`config.mk`:
```
export PLATFORM = sky130hd
export DESIGN_NAME = recon_block_reader
export DESIGN_NICKNAME = d
export VERILOG_FILES = /design/src/rtl/intra_pkg.sv /design/src/rtl/recon_addr_gen.sv /design/src/rtl/recon_block_reader.sv
export SDC_FILE = /design/constraint.sdc
export NUM_CORES = 1
export LEC_CHECK = 0
export CORE_MARGIN = 2
export CORE_UTILIZATION = 51
export CTS_CLUSTER_SIZE = 16
export DETAILED_ROUTE_END_ITERATION = 6
export PLACE_DENSITY = 0.8
export SYNTH_ARGS = -nofsm -noshare
export SYNTH_HDL_FRONTEND = slang
export SYNTH_HIERARCHICAL = 1
export SYNTH_SLANG_ARGS = --single-unit
export TNS_END_PERCENT = 5
```
`constraint.sdc`:
```
create_clock -name clk -period 8.5 [get_ports clk]
set_clock_uncertainty 0.05 [all_clocks]
set_input_delay 2.125 -clock clk [delete_from_list [all_inputs] [get_ports clk]]
set_output_delay 2.125 -clock clk [all_outputs]
set_load 0.01 [all_outputs]
```
`src/rtl/intra_pkg.sv`:
```
// Shared types and constants for the intra/reconstruction read path.
package intra_pkg;

  typedef logic [7:0] pixel_t;

  localparam int unsigned BLK4         = 4;
  localparam int unsigned FRAME_WIDTH  = 1280;
  localparam int unsigned FRAME_HEIGHT = 720;

  typedef enum logic [1:0] {
    IDLE,
    FETCH,
    PRESENT,
    DONE
  } reader_state_t;

endpackage

```
`src/rtl/recon_addr_gen.sv`:
```
// Raster position of the current 4x4 block, last-block detection and
// pixel address generation (row*WIDTH + col, unsigned, 20 bits).
module recon_addr_gen
  import intra_pkg::*;
#(
  parameter int unsigned WIDTH  = FRAME_WIDTH,
  parameter int unsigned HEIGHT = FRAME_HEIGHT
) (
  input  logic        clk,
  input  logic        reset,
  input  logic        clear,
  input  logic        advance,
  input  logic [3:0]  idx,
  output logic [15:0] row,
  output logic [15:0] col,
  output logic        last,
  output logic [19:0] addr
);

  logic        col_wrap;
  logic [19:0] pix_row;
  logic [19:0] pix_col;

  assign col_wrap = (col == 16'(WIDTH - BLK4));
  assign last     = col_wrap && (row == 16'(HEIGHT - BLK4));

  always_ff @(posedge clk or posedge reset) begin
    if (reset) begin
      row <= '0;
      col <= '0;
    end else if (clear) begin
      row <= '0;
      col <= '0;
    end else if (advance) begin
      if (col_wrap) begin
        col <= '0;
        row <= row + 16'(BLK4);
      end else begin
        col <= col + 16'(BLK4);
      end
    end
  end

  // idx walks the block row-major: idx[3:2] is the row offset, idx[1:0] the column offset.
  always_comb begin
    pix_row = 20'(row) + 20'(idx[3:2]);
    pix_col = 20'(col) + 20'(idx[1:0]);
    addr    = pix_row * 20'(WIDTH) + pix_col;
  end

endmodule

```
`src/rtl/recon_block_reader.sv`:
```
// Reads a reconstructed frame as raster-ordered 4x4 blocks with valid/ready output.
// Optional frame checksum output enabled by RECON_READER_CHECKSUM_EN.
module recon_block_reader
  import intra_pkg::*;
#(
  parameter int unsigned WIDTH  = FRAME_WIDTH,
  parameter int unsigned HEIGHT = FRAME_HEIGHT
) (
  input  logic         clk,
  input  logic         reset,
  input  logic         start,
  output logic         mem_rd_en,
  output logic [19:0]  mem_addr,
  input  pixel_t       mem_rdata,
  output logic         blk_valid,
  input  logic         blk_ready,
  output logic [127:0] blk_data,
  output logic [15:0]  blk_row,
  output logic [15:0]  blk_col,
  output logic         done
`ifdef RECON_READER_CHECKSUM_EN
  ,
  output logic [31:0]  frame_sum
`endif
);

  reader_state_t state, state_d;
  logic [4:0]    issue_cnt;
  logic [3:0]    rd_idx;
  logic [3:0]    cap_idx;
  logic          cap_pend;
  logic          start_acc;
  logic          handshake;
  logic          last_cap;
  logic          last_blk;
  logic [19:0]   addr;

  recon_addr_gen #(
    .WIDTH  (WIDTH),
    .HEIGHT (HEIGHT)
  ) u_addr_gen (
    .clk     (clk),
    .reset   (reset),
    .clear   (start_acc),
    .advance (handshake && !last_blk),
    .idx     (issue_cnt[3:0]),
    .row     (blk_row),
    .col     (blk_col),
    .last    (last_blk),
    .addr    (addr)
  );

  always_ff @(posedge clk or posedge reset) begin
    if (reset) state <= IDLE;
    else       state <= state_d;
  end

  always_comb begin
    state_d   = state;
    start_acc = 1'b0;
    handshake = 1'b0;
    last_cap  = (state == FETCH) && cap_pend && (cap_idx == 4'd15);
    case (state)
      IDLE, DONE: begin
        if (start) begin
          start_acc = 1'b1;
          state_d   = FETCH;
        end
      end
      FETCH: begin
        if (last_cap) state_d = PRESENT;
      end
      PRESENT: begin
        if (blk_ready) begin
          handshake = 1'b1;
          state_d   = last_blk ? DONE : FETCH;
        end
      end
      default: state_d = IDLE;
    endcase
  end

  // Reads are registered, memory answers one cycle later, so each pixel is
  // captured two edges after its issue; cap_pend/cap_idx carry that delay.
  always_ff @(posedge clk or posedge reset) begin
    if (reset) begin
      mem_rd_en <= 1'b0;
      mem_addr  <= '0;
      blk_valid <= 1'b0;
      blk_data  <= '0;
      done      <= 1'b0;
      issue_cnt <= '0;
      rd_idx    <= '0;
      cap_idx   <= '0;
      cap_pend  <= 1'b0;
    end else begin
      mem_rd_en <= 1'b0;
      cap_pend  <= mem_rd_en;
      cap_idx   <= rd_idx;
      if (start_acc) begin
        issue_cnt <= '0;
        done      <= 1'b0;
      end
      if (state == FETCH && issue_cnt < 5'd16) begin
        mem_rd_en <= 1'b1;
        mem_addr  <= addr;
        rd_idx    <= issue_cnt[3:0];
        issue_cnt <= issue_cnt + 5'd1;
      end
      if (state == FETCH && cap_pend) blk_data[{cap_idx, 3'b000} +: 8] <= mem_rdata;
      if (last_cap) blk_valid <= 1'b1;
      if (handshake) begin
        blk_valid <= 1'b0;
        issue_cnt <= '0;
        if (last_blk) done <= 1'b1;
      end
    end
  end

`ifdef RECON_READER_CHECKSUM_EN
  always_ff @(posedge clk or posedge reset) begin
    if (reset)                       frame_sum <= '0;
    else if (start_acc)              frame_sum <= '0;
    else if (state == FETCH && cap_pend) frame_sum <= frame_sum + 32'(mem_rdata);
  end
`endif

endmodule

```
==> results.json, run 1 <==
{
  "die_area_mm2": 0.0190,
  "synth.area.top_cells": "dfrtp_1 (53%), mux2_2 (16%), ha_1 (4.8%)",
  "worstHoldEndpoint": "cap_idx[0]$_DFF_PP0_",
  "start_util": 0.525,
  "drv_cap": 0,
  "filler_cell_count": 1319,
  "synth_edf_count": 0,
  "grt-ovfl-total": 0,
  "grt_pass1_vias": 6398,
  "setup_viol": 0,
  "clkLatencyLatePin_ps": 420,
  "post-dp-hpwl_mm": 15.5,
  "cts_tree": "built",
  "slew_violations": 0,
  "hold_path_depth": 0,
  "postCtsSetupRepairBufs": 0,
  "root_buffer": "clkbuf_16",
  "path_max_fanout": 8,
  "synth-seq-cells": 195,
  "htreeDepth": 4,
  "worstPathRequired_ps": 8790,
  "io_pins": 195,
  "via_per_inst": 5.56,
  "rr_endpoint": "mem_addr[17]$_DFFE_PP0P_",
  "area_growth_syn_to_layout_pct": 28.2,
  "fin_crit_ps": 4210,
  "cts.clk_slew.worst_paths_ps": 70,
  "rsz0062_at_grt": "no",
  "final_area_mm2": 0.0117,
  "critPathArrivalTime_ps": 4490,
  "rr_startpoint": "issue_cnt[3]$_DFFE_PP0P_",
  "cts_buffers": 17,
  "worst_slew_pin_slew_ps": 1100,
  "p_per_area_mw_per_mm2": 158,
  "ant_nets": 0,
  "drtIter0Drc": 342,
  "drive_gt1_frac": 0.193,
  "drtPass1Iterations": 5,
  "min_period_over_period": 0.495,
  "postCtsHoldBufs": 0,
  "gp_congestion": 0.858,
  "drc_errors": 0,
  "yosysTopAreaCellShare": 0.534,
  "avgRoutedWirePerCell_um": 18.5,
  "rows": 48,
  "layout_commonest_cell": "dfrtp_1",
  "worstSetupStartpointType": "primary input",
  "finalSetupTns_ps": 0,
  "vdd_drop_max_v": 0.000146,
  "die_w_um": 138,
  "status": "complete, no violations",
  "rrSetupSlack_ps": 4550,
  "final_util": 0.673,
  "track_usage": 0.238,
  "hold_viol": 0,
  "wirelength_mm": 21.8,
  "cts.sinks": 195,
  "ys_seq_area_frac": 0.534,
  "netlist_instances": 780,
  "synth_area_leader_cell": "dfrtp_1",
  "worstSetupPathType": "in -> reg",
  "min-delay-start": "rd_idx[0]$_DFFE_PP0P_",
  "syn-cell-area_mm2": 0.00914,
  "layout_common_cells": "dfrtp_1 (195), clkdlybuf4s50_1 (190), mux2_2 (127)",
  "antennaDiodeCount": 0,
  "pre_cts_ws_ps": 3900,
  "core_area_mm2": 0.0174,
  "layout.nets": 990,
  "synthArstFlopShare": 1.00,
  "yosysUniqueCellTypes": 65,
  "grt_pass1_wl_mm": 34.9,
  "antenna_found_initial": 0,
  "reg2reg_depth": 14,
  "grt_max_degree": 95,
  "ys_warn_count": 6,
  "io_buffers": 190,
  "die_y_um": 138,
  "hold_class": "reg -> reg",
  "finalWorstSetupSlack_ps": 4290,
  "ys.flop_type": "dfrtp_1",
  "p_leak_nw": 5.54,
  "ctsLongestPathBuffers": 2,
  "relSlewSlack": 0.267,
  "syn_area_per_cell_um2": 11.7,
  "vias": 6559,
  "crit_path_end_kind": "register",
  "maxClockFrequency_mhz": 238,
  "cts_resized": 0,
  "placed_area_mm2": 0.0111
}
[cells by family after synthesis]
group / count (synthesis) / share of synthesized area
AO/OA/AOI/OAI: 65 / 0.0501
flip-flops: 195 / 0.534
other: 1 / 0.000410
XOR/XNOR: 38 / 0.0364
multiplexers: 130 / 0.160
adder cells (fa/ha/maj): 36 / 0.0501
buffers and inverters: 68 / 0.0342
AND/OR/NAND/NOR: 247 / 0.135
[power breakdown]
part | total, W | internal (W) | switching, W
registers | 0.000945 | 0.000939 | 0.00000612
logic | 0.0000735 | 0.0000324 | 0.0000411
clock network | 0.000834 | 0.000477 | 0.000358
total | 0.00185 | 0.00145 | 0.000405
[cells in the mapped netlist (6+ instances only)]
library cell,n
dfrtp_1,195
mux2_2,127
nand2_1,100
nor2_1,43
ha_1,35
clkbuf_1,30
and3_1,20
xnor2_1,19
xor2_1,19
a21oi_1,16
inv_1,16
nand3_1,16
o21ai_0,16
nand4_1,13
nor3_1,11
buf_1,9
buf_4,7
nor2b_1,6
[sequential cells by signal (all words and copies together), names as in the netlist]
register	cells
state	2
mem_rd_en	1
mem_addr	20
blk_valid	1
blk_data	128
cap_pend	1
rd_idx	4
done	1
cap_idx	4
issue_cnt	5
u_addr_gen/col	14
u_addr_gen/row	14
[cell type report]
cell class              instances  area, um2  share of cell area
multi-input cells             520       3960               0.338
clock inverters                13        174              0.0148
clock buffers                  18        439              0.0375
inverters                      16       65.1             0.00555
well taps                     225        282              0.0240
repair buffers                192       1920               0.164
flip-flops and latches        195       4880               0.416
[worst max-delay path by stage]
| stage | start | to |
|---|---|---|
| 6_report | blk_ready | u_addr_gen/col[10]$_DFFE_PP0P_ |
| 5_1_grt | blk_ready | u_addr_gen/col[10]$_DFFE_PP0P_ |
| 4_1_cts | blk_ready | u_addr_gen/col[10]$_DFFE_PP0P_ |
| 3_5_place_dp | blk_ready | u_addr_gen/col[10]$_DFFE_PP0P_ |
| 3_3_place_gp | blk_ready | u_addr_gen/col[12]$_DFFE_PP0P_ |
| 2_1_floorplan | reset | blk_data[0]$_DFFE_PP0P_ |
[layer usage]
metal / track usage / vias to the layer above / share of wire
met4: 0.0471 / 0 / 0.010
met1: 0.321 / 3325 / 0.43
met3: 0.0493 / 16 / 0.064
met2: 0.400 / 204 / 0.50
li1: - / 3014 / -
met5: 0 / - / 0
[through the flow]
stage	power, W	hold slack (ps)	std cells
floorplan	0.000997	304	783
global placement	0.00104	308	1148
detailed placement	0.00104	316	1148
CTS	0.00187	330	1179
global route	0.00191	339	1179
finish	0.00185	325	1179
[worst max-delay path, stage by stage]
cell	delay, ps
clkdlybuf4s50_1	470
and2_1	310
nor2b_1	420
or2_2	230
nand2_1	90
or2_2	330
or3_1	360
a21oi_1	150
Power figures use the tool's default switching activity.
==> inputs of run 2 (changes only) <==
Clock period 8.5 ns to 4.3 ns, I/O delays scaled along.
==> results.json, run 2 (synthesis results as in run 1) <==
{
  "cts_resized": 0,
  "vias": 6480,
  "critPathArrivalTime_ps": 4160,
  "intPower_w": 0.00278,
  "final_util": 0.674,
  "p_seq_frac": 0.522,
  "ant_nets": 0,
  "io_pins": 195,
  "hold_class": "reg -> reg",
  "wirelength_mm": 21.6,
  "p_leak_nw": 5.56,
  "cts.clk_slew.worst_paths_ps": 70,
  "worstPathRequired_ps": 4610,
  "track_usage": 0.236,
  "worstSetupStartpointType": "register",
  "drtIter0Drc": 348,
  "rrSetupSlack_ps": 450,
  "drive_gt1_frac": 0.196,
  "drtPass1Iterations": 5,
  "clkPwrFrac": 0.437,
  "start_util": 0.525,
  "avgRoutedWirePerCell_um": 18.3,
  "grt_max_degree": 77,
  "grt_pass1_wl_mm": 34.3,
  "path_max_fanout": 6,
  "die_y_um": 138,
  "post-dp-hpwl_mm": 15.4,
  "layout_common_cells": "dfrtp_1 (195), clkdlybuf4s50_1 (190), mux2_2 (127)",
  "clkLatencyLatePin_ps": 420,
  "layout.nets": 994,
  "antenna_found_initial": 0,
  "dp_cells": 1152,
  "power.switching_w": 0.000799,
  "antennaDiodeCount": 0,
  "layout_commonest_cell": "dfrtp_1",
  "top_register": "blk_data",
  "grt_pass1_vias": 6372,
  "gp_congestion": 0.876,
  "power_w": 0.00358,
  "io_buffers": 190,
  "rsz0062_at_grt": "no",
  "via_per_inst": 5.48,
  "postCtsHoldBufs": 0,
  "crit_path_end_kind": "register",
  "power_frac_comb": 0.041,
  "grt-ovfl-total": 0,
  "area_growth_syn_to_layout_pct": 28.4,
  "die_area_mm2": 0.0190,
  "min_period_over_period": 0.894,
  "status": "complete, no violations",
  "slew_violations": 0,
  "ctsLongestPathBuffers": 2,
  "switching_share": 0.223,
  "postCtsSetupRepairBufs": 0,
  "htreeDepth": 4,
  "vdd_drop_max_v": 0.000280,
  "p_per_area_mw_per_mm2": 305,
  "largest_reg_flops": 128,
  "die_w_um": 138,
  "maxClockFrequency_mhz": 260,
  "largestRegisters": "blk_data x128, mem_addr x20",
  "drv_cap": 0,
  "fin_cells": 1183,
  "setup_viol": 0,
  "cts.sinks": 195,
  "worstSetupPathType": "reg -> reg",
  "fin_crit_ps": 3850,
  "rows": 48,
  "worst_slew_pin_slew_ps": 1080,
  "relSlewSlack": 0.281,
  "cts_tree": "built",
  "finalSetupTns_ps": 0,
  "drc_errors": 0,
  "cts_buffers": 17,
  "root_buffer": "clkbuf_16",
  "core_area_mm2": 0.0174,
  "hold_viol": 0
}
[run 2: changes by cell type in the layout (fill, tap and decap cells not counted)]
cell,before,now
bufinv_16,3,1
clkbuf_8,1,3
clkinv_4,1,0
buf_12,0,2
buf_4,2,4
clkinvlp_4,2,3
[run 2: path summary, 6_finish.rpt]
kind	end	depth (start not counted)	start
max	mem_addr[17]$_DFFE_PP0P_	14	u_addr_gen/row[3]$_DFFE_PP0P_
min	cap_idx[3]$_DFF_PP0_	0	rd_idx[3]$_DFFE_PP0P_
max reg2reg	mem_addr[17]$_DFFE_PP0P_	14	u_addr_gen/row[3]$_DFFE_PP0P_
min reg2reg	cap_idx[3]$_DFF_PP0_	0	rd_idx[3]$_DFFE_PP0P_
max in group asynchronous	u_addr_gen/col[7]$_DFFE_PP0P_	2	reset
min in group asynchronous	mem_addr[2]$_DFFE_PP0P_	2	reset
[run 2: power groups by stage]
stage          Sequential (W)  Combinational [W]  Clock, W
6_report              0.00187           0.000147   0.00156
5_1_grt               0.00187           0.000163   0.00167
4_1_cts               0.00187           0.000152   0.00159
3_5_place_dp          0.00190           0.000151         0
3_3_place_gp          0.00190           0.000148         0
2_1_floorplan         0.00191          0.0000581         0
[run 2: cell type report]
type / count / area (um2)
clock buffers: 20 / 467
clock inverters: 11 / 114
fillers: 1295 / 5680
inverters: 16 / 63.8
multi-input cells: 520 / 3960
flip-flops and latches: 195 / 4880
well taps: 225 / 282
repair buffers: 196 / 1970
[run 2: worst max-delay path, stage by stage (launching register included)]
cell,delay (ps)
dfrtp_1,450
ha_1,310
ha_1,240
fa_1,440
a211oi_1,300
nor2_1,100
nor2_1,160
ha_1,280
a21oi_1,250
nand2_1,110
or2_2,300
a2111oi_0,520
xnor2_1,170
nand2_1,60
nand2_1,60
[run 2: metrics by stage]
stage | setup slack, ps | area [um2] | hold WS (ps)
detailed placement | 487 | 11200 | 317
global route | 152 | 11700 | 337
global placement | 599 | 11200 | 307
floorplan | 632 | 9160 | 304
CTS | 460 | 11700 | 331
finish | 455 | 11700 | 329
[run 2: per-layer routing]
metal	wire length, um	up-vias	track usage
li1	-	3018	-
met1	8910	3244	0.301
met2	11100	202	0.410
met3	1410	16	0.0523
met4	218	0	0.0601
met5	0	-	0
==> inputs of run 3 (changes only) <==
Settings changed: CAP_MARGIN set to 25, CORE_UTILIZATION 51 to 53, CTS_BUF_LIST set to sky130_fd_sc_hd__clkbuf_2, PLACE_DENSITY 0.8 to 0.83.
==> results.json, run 3 (synthesis results as in run 1) <==
{
  "p_leak_nw": 5.45,
  "grt-ovfl-total": 0,
  "core_area_mm2": 0.0171,
  "slew_violations": 0,
  "ctsLongestPathBuffers": 2,
  "seq_area_mm2": 0.00488,
  "largestRegisters": "blk_data x128, mem_addr x20",
  "worst_slew_pin_slew_ps": 694,
  "crit_path_end_kind": "register",
  "rsz0062_at_grt": "no",
  "maxClockFrequency_mhz": 254,
  "grt_pass1_vias": 6447,
  "rrSetupSlack_ps": 370,
  "layout_commonest_cell": "dfrtp_1",
  "htreeDepth": 4,
  "postCtsHoldBufs": 0,
  "hold_viol": 0,
  "postCtsSetupRepairBufs": 0,
  "fin_hold_ws_ps": 343,
  "die_w_um": 135,
  "io_buffers": 190,
  "top_register": "blk_data",
  "cts_buffers": 17,
  "min_period_over_period": 0.914,
  "drtPass1Iterations": 4,
  "hold_class": "reg -> reg",
  "setup_viol": 0,
  "largest_reg_flops": 128,
  "track_usage": 0.246,
  "wirelength_mm": 22.0,
  "worstSetupStartpointType": "register",
  "gp_congestion": 0.849,
  "filler_cell_count": 1307,
  "finalSetupTns_ps": 0,
  "drtIter0Drc": 367,
  "start_util": 0.536,
  "area_growth_syn_to_layout_pct": 25.5,
  "root_buffer": "clkbuf_2",
  "p_per_area_mw_per_mm2": 254,
  "path_max_fanout": 6,
  "fin_crit_ps": 3930,
  "cts.sinks": 195,
  "final_util": 0.672,
  "die_y_um": 135,
  "worstSetupPathType": "reg -> reg",
  "grt_pass1_wl_mm": 34.7,
  "relSlewSlack": 0.537,
  "die_area_mm2": 0.0183,
  "cts_tree": "built",
  "status": "complete, no violations",
  "post-dp-hpwl_mm": 16.4,
  "cts.clk_slew.worst_paths_ps": 280,
  "critPathArrivalTime_ps": 4580,
  "io_pins": 195,
  "drive_gt1_frac": 0.202,
  "avgRoutedWirePerCell_um": 18.5,
  "final_area_mm2": 0.0115,
  "antenna_found_initial": 1,
  "ant_nets": 0,
  "cts_resized": 0,
  "drv_cap": 0,
  "grt_max_degree": 44,
  "placed_area_mm2": 0.0112,
  "rows": 48,
  "worstPathRequired_ps": 4950,
  "clkLatencyLatePin_ps": 750,
  "multi_input_area_mm2": 0.00396,
  "vias": 6657,
  "via_per_inst": 5.58,
  "layout.nets": 1001,
  "power_w": 0.00291,
  "layout_common_cells": "dfrtp_1 (195), clkdlybuf4s50_1 (190), mux2_2 (127)",
  "vdd_drop_max_v": 0.000174,
  "drc_errors": 0
}
==> run 3: path summary, 6_finish.rpt <==
path	from	end	cells past startpoint
max	u_addr_gen/row[3]$_DFFE_PP0P_	mem_addr[17]$_DFFE_PP0P_	14
min	mem_rd_en$_DFF_PP0_	cap_pend$_DFF_PP0_	0
max reg2reg	u_addr_gen/row[3]$_DFFE_PP0P_	mem_addr[17]$_DFFE_PP0P_	14
min reg2reg	mem_rd_en$_DFF_PP0_	cap_pend$_DFF_PP0_	0
max in group asynchronous	reset	blk_data[34]$_DFFE_PP0P_	4
min in group asynchronous	reset	blk_data[61]$_DFFE_PP0P_	2
==> run 3: critical path, cell delays in order, from the launching register on <==
cell and delay (ps):
dfrtp_1 530, ha_1 310, ha_1 240, fa_1 430, a211oi_1 290, nor2_1 100
nor2_1 160, ha_1 280, a21oi_1 260, nand2_1 120, or2_2 310, a2111oi_0 490
xnor2_1 170, nand2_1 60, nand2_1 60
==> run 3: per-stage QoR <==
step           setup slack [ps]  instances
2_1_floorplan               632        783
5_1_grt                     162       1191
6_report                    371       1192
3_3_place_gp                612       1157
4_1_cts                     413       1191
3_5_place_dp                472       1159
==> run 3: power breakdown <==
group          switching (W)  internal, W
clock               0.000652     0.000226
sequential         0.0000128      0.00186
combinational      0.0000833    0.0000727
total               0.000749      0.00216
==> run 3: final cells by class <==
class | instances | share of cell area
antenna | 1 | 0.000218
timing repair buffer | 203 | 0.178
multi-input combinational | 520 | 0.345
tap | 225 | 0.0245
inverter | 16 | 0.00556
clock inverter | 15 | 0.0132
sequential | 195 | 0.425
clock buffer | 17 | 0.00742
==> run 3: routing by layer <==
| layer | global-route usage | share of wire |
|---|---|---|
| met3 | 0.0602 | 0.070 |
| met1 | 0.318 | 0.42 |
| met5 | 0 | 0 |
| met2 | 0.417 | 0.50 |
| met4 | 0.0660 | 0.015 |
==> edit 1, RTL diff (settings of run 1) <==
Re-encode `reader_state_t` (4 states) as one-hot, 4 bits wide.
--- a/src/rtl/intra_pkg.sv
+++ b/src/rtl/intra_pkg.sv
@@ -7,11 +7,11 @@
   localparam int unsigned FRAME_WIDTH  = 1280;
   localparam int unsigned FRAME_HEIGHT = 720;
 
-  typedef enum logic [1:0] {
-    IDLE,
-    FETCH,
-    PRESENT,
-    DONE
+  typedef enum logic [3:0] {
+    IDLE    = 4'b0001,
+    FETCH   = 4'b0010,
+    PRESENT = 4'b0100,
+    DONE    = 4'b1000
   } reader_state_t;
 
 endpackage
Check against the original RTL: same outputs for any inputs over 4 cycles, from zero or initial values and one cycle with reset high; so few cycles prove little.
==> edit 1 against run 1 <==
  * Sequential cell count grew 2
  * Wire length hardly changed
  * Worst setup slack improved by 0.082 ns
  * Count of clock-buffer cells in the layout up 3
  * Final area increased by 0.68%
  * Synthesized area up 1.4%
  * Largest cell class unchanged
  * Highest routed layer unchanged
Power is not compared: it rests on default switching activity, and its combinational part moved more than twofold at a synthesized area within 25%.
==> edit 1: results (changes against run 1) <==
Synth
  – Seq/Total Area, Yosys: 53.2% (-0.20 points)
  – FFs w/ async S/R, synth: 100% (unchanged)
  – Top post-synthesis cells by area: dfrtp_1 53%, mux2_2 16%, ha_1 4.5%
  – Post-Synthesis Cells: 784 (+0.51%)
  – Top cells by count, synth: 196 x dfrtp_1, 129 x mux2_2, 94 x nand2_1

Placed design
  – Post-DP HPWL: 15700 um (+1.0%)
  – Final GP Congestion: 0.867 (+1.1%)
  – Placed instance area: 11200 sq um (+1.0%)
  – DP Cell Count: 1152 (+0.35%)
  – Dpl ws: 3.96 ns (+0.0533 ns)

Setup path
  – Max incr delay on CP: 0.51 ns (+0.04 ns)
  – CP top delay family: simple AND/OR/NAND/NOR gates
  – Crit path DAT: 4.43 ns (-0.06 ns)

Routing
  – Vias/cell: 5.49 (-1.4%)
  – WL final: 21800 um (about the same)
  – Starting DRT DRC Count: 346 (+1.2%)
  – Drt first pass iters: 4 (-1)

Final layout
  – Non-filler cells, final: 1185 (+0.51%)
  – Final nets: 988 (-0.20%)

Status
  – Status: complete, no violations

Global routing
  – Vias in the first global route: 6465 (+1.0%)
  – Largest net degree at the start of global routing: 103 (+8.4%)
  – First-pass GRT wire length: 35100 um (+0.81%)
  – GRT Overall Usage: 23.1% (-0.63 points)

Timing
  – Least-Margin Pin Slew: 1.05 ns (-0.0482 ns)
[edit 1: kinds of logic (layout without fill, tap and decap cells)]
logic type / after synthesis / in the layout / synth area share (%)
flip-flops: 197 / 197 / 53.2
multiplexers: 130 / 130 / 15.8
XOR/XNOR: 42 / 42 / 3.97
adder cells (fa/ha/maj): 34 / 34 / 4.67
AND/OR/NAND/NOR: 245 / 245 / 14.0
buffers and inverters: 71 / 239 / 3.58
other: 1 / 5 / 0.0404
AO/OA/AOI/OAI: 64 / 64 / 4.74
[edit 1: path summary, 6_finish.rpt]
path | slack [ns] | to | depth (start not counted) | startpoint
max reg2reg | 4.46 | mem_addr[17] | 14 | issue_cnt[3]
min reg2reg | 0.33 | cap_idx[3] | 0 | rd_idx[3]
min in group asynchronous | 2.22 | blk_data[73] | 2 | reset
max | 4.38 | u_addr_gen/col[10] | 8 | start
min | 0.33 | cap_idx[3] | 0 | rd_idx[3]
max in group asynchronous | 4.74 | blk_data[97] | 3 | reset
[edit 1: final cells by class]
cell class / instances / area (sq um)
Multi-Input combinational cell: 519 / 4020
Clock buffer: 21 / 460
Fill cell: 1337 / 6110
Antenna cell: 1 / 2.50
Sequential cell: 197 / 4930
Tap cell: 229 / 287
Timing Repair Buffer: 192 / 1920
Clock inverter: 11 / 118
Inverter: 15 / 61.3
[edit 1: metal layers]
layer | share of wire, % | up-vias | global-route usage (%)
met4 | 1.2 | 0 | 6.06
met5 | 0 | - | 0
met2 | 51 | 188 | 39.4
li1 | - | 3026 | -
met3 | 4.7 | 26 | 4.42
met1 | 43 | 3262 | 30.7
[edit 1: power by group]
part	switching [uW]	internal (uW)
Sequential	64.6	1000
Combinational	250	177
Clock	356	426
Total	671	1610
==> edit 2, RTL diff (settings of run 1) <==
Made on the original files. Build with the macro `RECON_READER_CHECKSUM_EN` defined.
--- a/src/rtl/recon_block_reader.sv
+++ b/src/rtl/recon_block_reader.sv
@@ -1,5 +1,7 @@
 // Reads a reconstructed frame as raster-ordered 4x4 blocks with valid/ready output.
 // Optional frame checksum output enabled by RECON_READER_CHECKSUM_EN.
+`define RECON_READER_CHECKSUM_EN
+
 module recon_block_reader
   import intra_pkg::*;
 #(
Formal check against the unedited RTL (old outputs only; new: frame_sum): equivalent (Yosys induction, for registers that start in step).
==> edit 2 against run 1 <==
  * Non-clock buffer count up 36
  * Synthesized area up 21%
  * Worst setup slack worse by 0.91 ns
  * Register-to-register slack better by 0.18 ns
  * Final area up 22%
  * Sequential cell count up 32
  * Wire length up 26%
  * Largest cell class unchanged
Power is not compared: it rests on default switching activity, and its combinational part moved more than twofold at a synthesized area within 25%.
==> edit 2: results (changes against run 1) <==
Status
  – Status: complete, no violations

Routing
  – DR WL/cell: 18.5 um (about the same)
  – M1 wire length: 11500 um (+23%)
  – Vias: 8274 (+26%)
  – Max layer used: met5
  – Routed length on met2: 13500 um (+25%)
  – WL final: 27400 um (+26%)
  – Starting DRT DRC Count: 433 (+27%)
  – Metal3 WL: 1880 um (+34%)

Setup path
  – Critical path origin: mem_rdata[2]
  – Reg2Reg Setup Slack: 4.73 ns (+0.18 ns)
  – Worst setup path endpoint: frame_sum[22]
  – Crit path DAT: 5.50 ns (+1.01 ns)
  – FF-to-FF End: mem_addr[17]
  – Crit path max fanout: 20 (+12)

Global routing
  – Vias in the first global route: 8094 (+27%)
  – Initial antenna violation count: 1 (+1)
  – GRT Overall Usage: 23.8% (about the same)
  – Met1 Use GR: 30.8% (-1.3 points)
  – First-pass GRT wire length: 43100 um (+24%)
  – Routing usage on met2: 41.1% (+1.0 points)
  – Grt met3 use: 4.91% (-0.025 points)
  – Largest net degree at the start of global routing: 129 (+36%)

Synth
  – Top cells by count, synth: 227 x dfrtp_1, 131 x nand2_1, 121 x mux2_2
  – Top FF cell, synth: dfrtp_1
  – Post-synth cell types: 68 (+4.6%)
  – Seq/Total Area, Yosys: 51.3% (-2.1 points)
  – Syn_area_per_cell: 11.1 sq um (-5.2%)

Placed design
  – DP Cell Count: 1441 (+26%)
  – Final GP Congestion: 0.871 (+1.5%)
  – # port buffers: 222 (+17%)
  – Dpl ws: 2.90 ns (-1.01 ns)
  – Post-DP HPWL: 19000 um (+22%)

Final layout
  – Filler cells: 1541 (+17%)
  – Final nets: 1249 (+26%)
  – Largest regs: blk_data: 128 flops, frame_sum: 32 flops, mem_addr: 20 flops
  – Layout cell share with drive strength beyond 1: 15.7% (-3.5 points)

Clock tree
  – Max Buffers Root-to-Sink: 3 (+1)
  – H-tree levels: 1 (-3)
  – Clock latency on the worst-skew pair: 0.52 ns (+0.10 ns)
  – CTS buffer count: 24 (+7)

Timing
  – FMAX: 0.195 GHz (-18%)
  – Least-Margin Pin Slew: 1.24 ns (+0.139 ns)
edit 2: kinds of logic after synthesis:
logic type / count (synthesis) / synth area share (%)
buf+inv: 79 / 3.06
other cells: 1 / 0.0338
simple gates: 332 / 14.9
fa+ha+maj: 45 / 5.22
xor+xnor: 41 / 3.24
compound gates: 131 / 7.85
flops: 227 / 51.3
mux: 141 / 14.5
edit 2: how the worst min path moves through the flow:
stage               startpoint    endpoint  slack [ns]  cells past startpoint
CTS                  rd_idx[2]  cap_idx[2]        0.33                      0
global placement     rd_idx[0]  cap_idx[0]        0.32                      0
finish               rd_idx[2]  cap_idx[2]        0.33                      0
floorplan            rd_idx[0]  cap_idx[0]        0.30                      0
global route         rd_idx[1]  cap_idx[1]        0.35                      0
detailed placement   rd_idx[2]  cap_idx[2]        0.32                      0
edit 2: report_power, final:
part	total, uW	internal [uW]	switching, uW
sequential	1450	1300	154
combinational	1150	592	559
clock	1060	640	425
edit 2: area by class of cell:
class                   count  share of cell area [%]
clock buffers              34                    4.97
inverters                  17                   0.501
clock inverters             7                   0.720
flip-flops and latches    227                    39.9
multi-input cells         694                    35.6
repair buffers            228                    15.9
well taps                 275                    2.42
edit 2: through the flow:
step | area, sq um | utilization [%]
after floorplan | 11100 | -
after global placement | 13400 | 63.5
after detailed placement | 13400 | 63.5
after CTS | 14200 | 67.4
after global routing | 14200 | 67.4
final | 14200 | 67.4
edit 2: worst max-delay path, stage by stage:
cell and delay (ns):
clkdlybuf4s50_1 0.81, ha_1 0.58, a211oi_1 0.42, nor3_1 0.16, o211ai_1 0.99, o21ai_0 0.23
a21oi_1 0.17
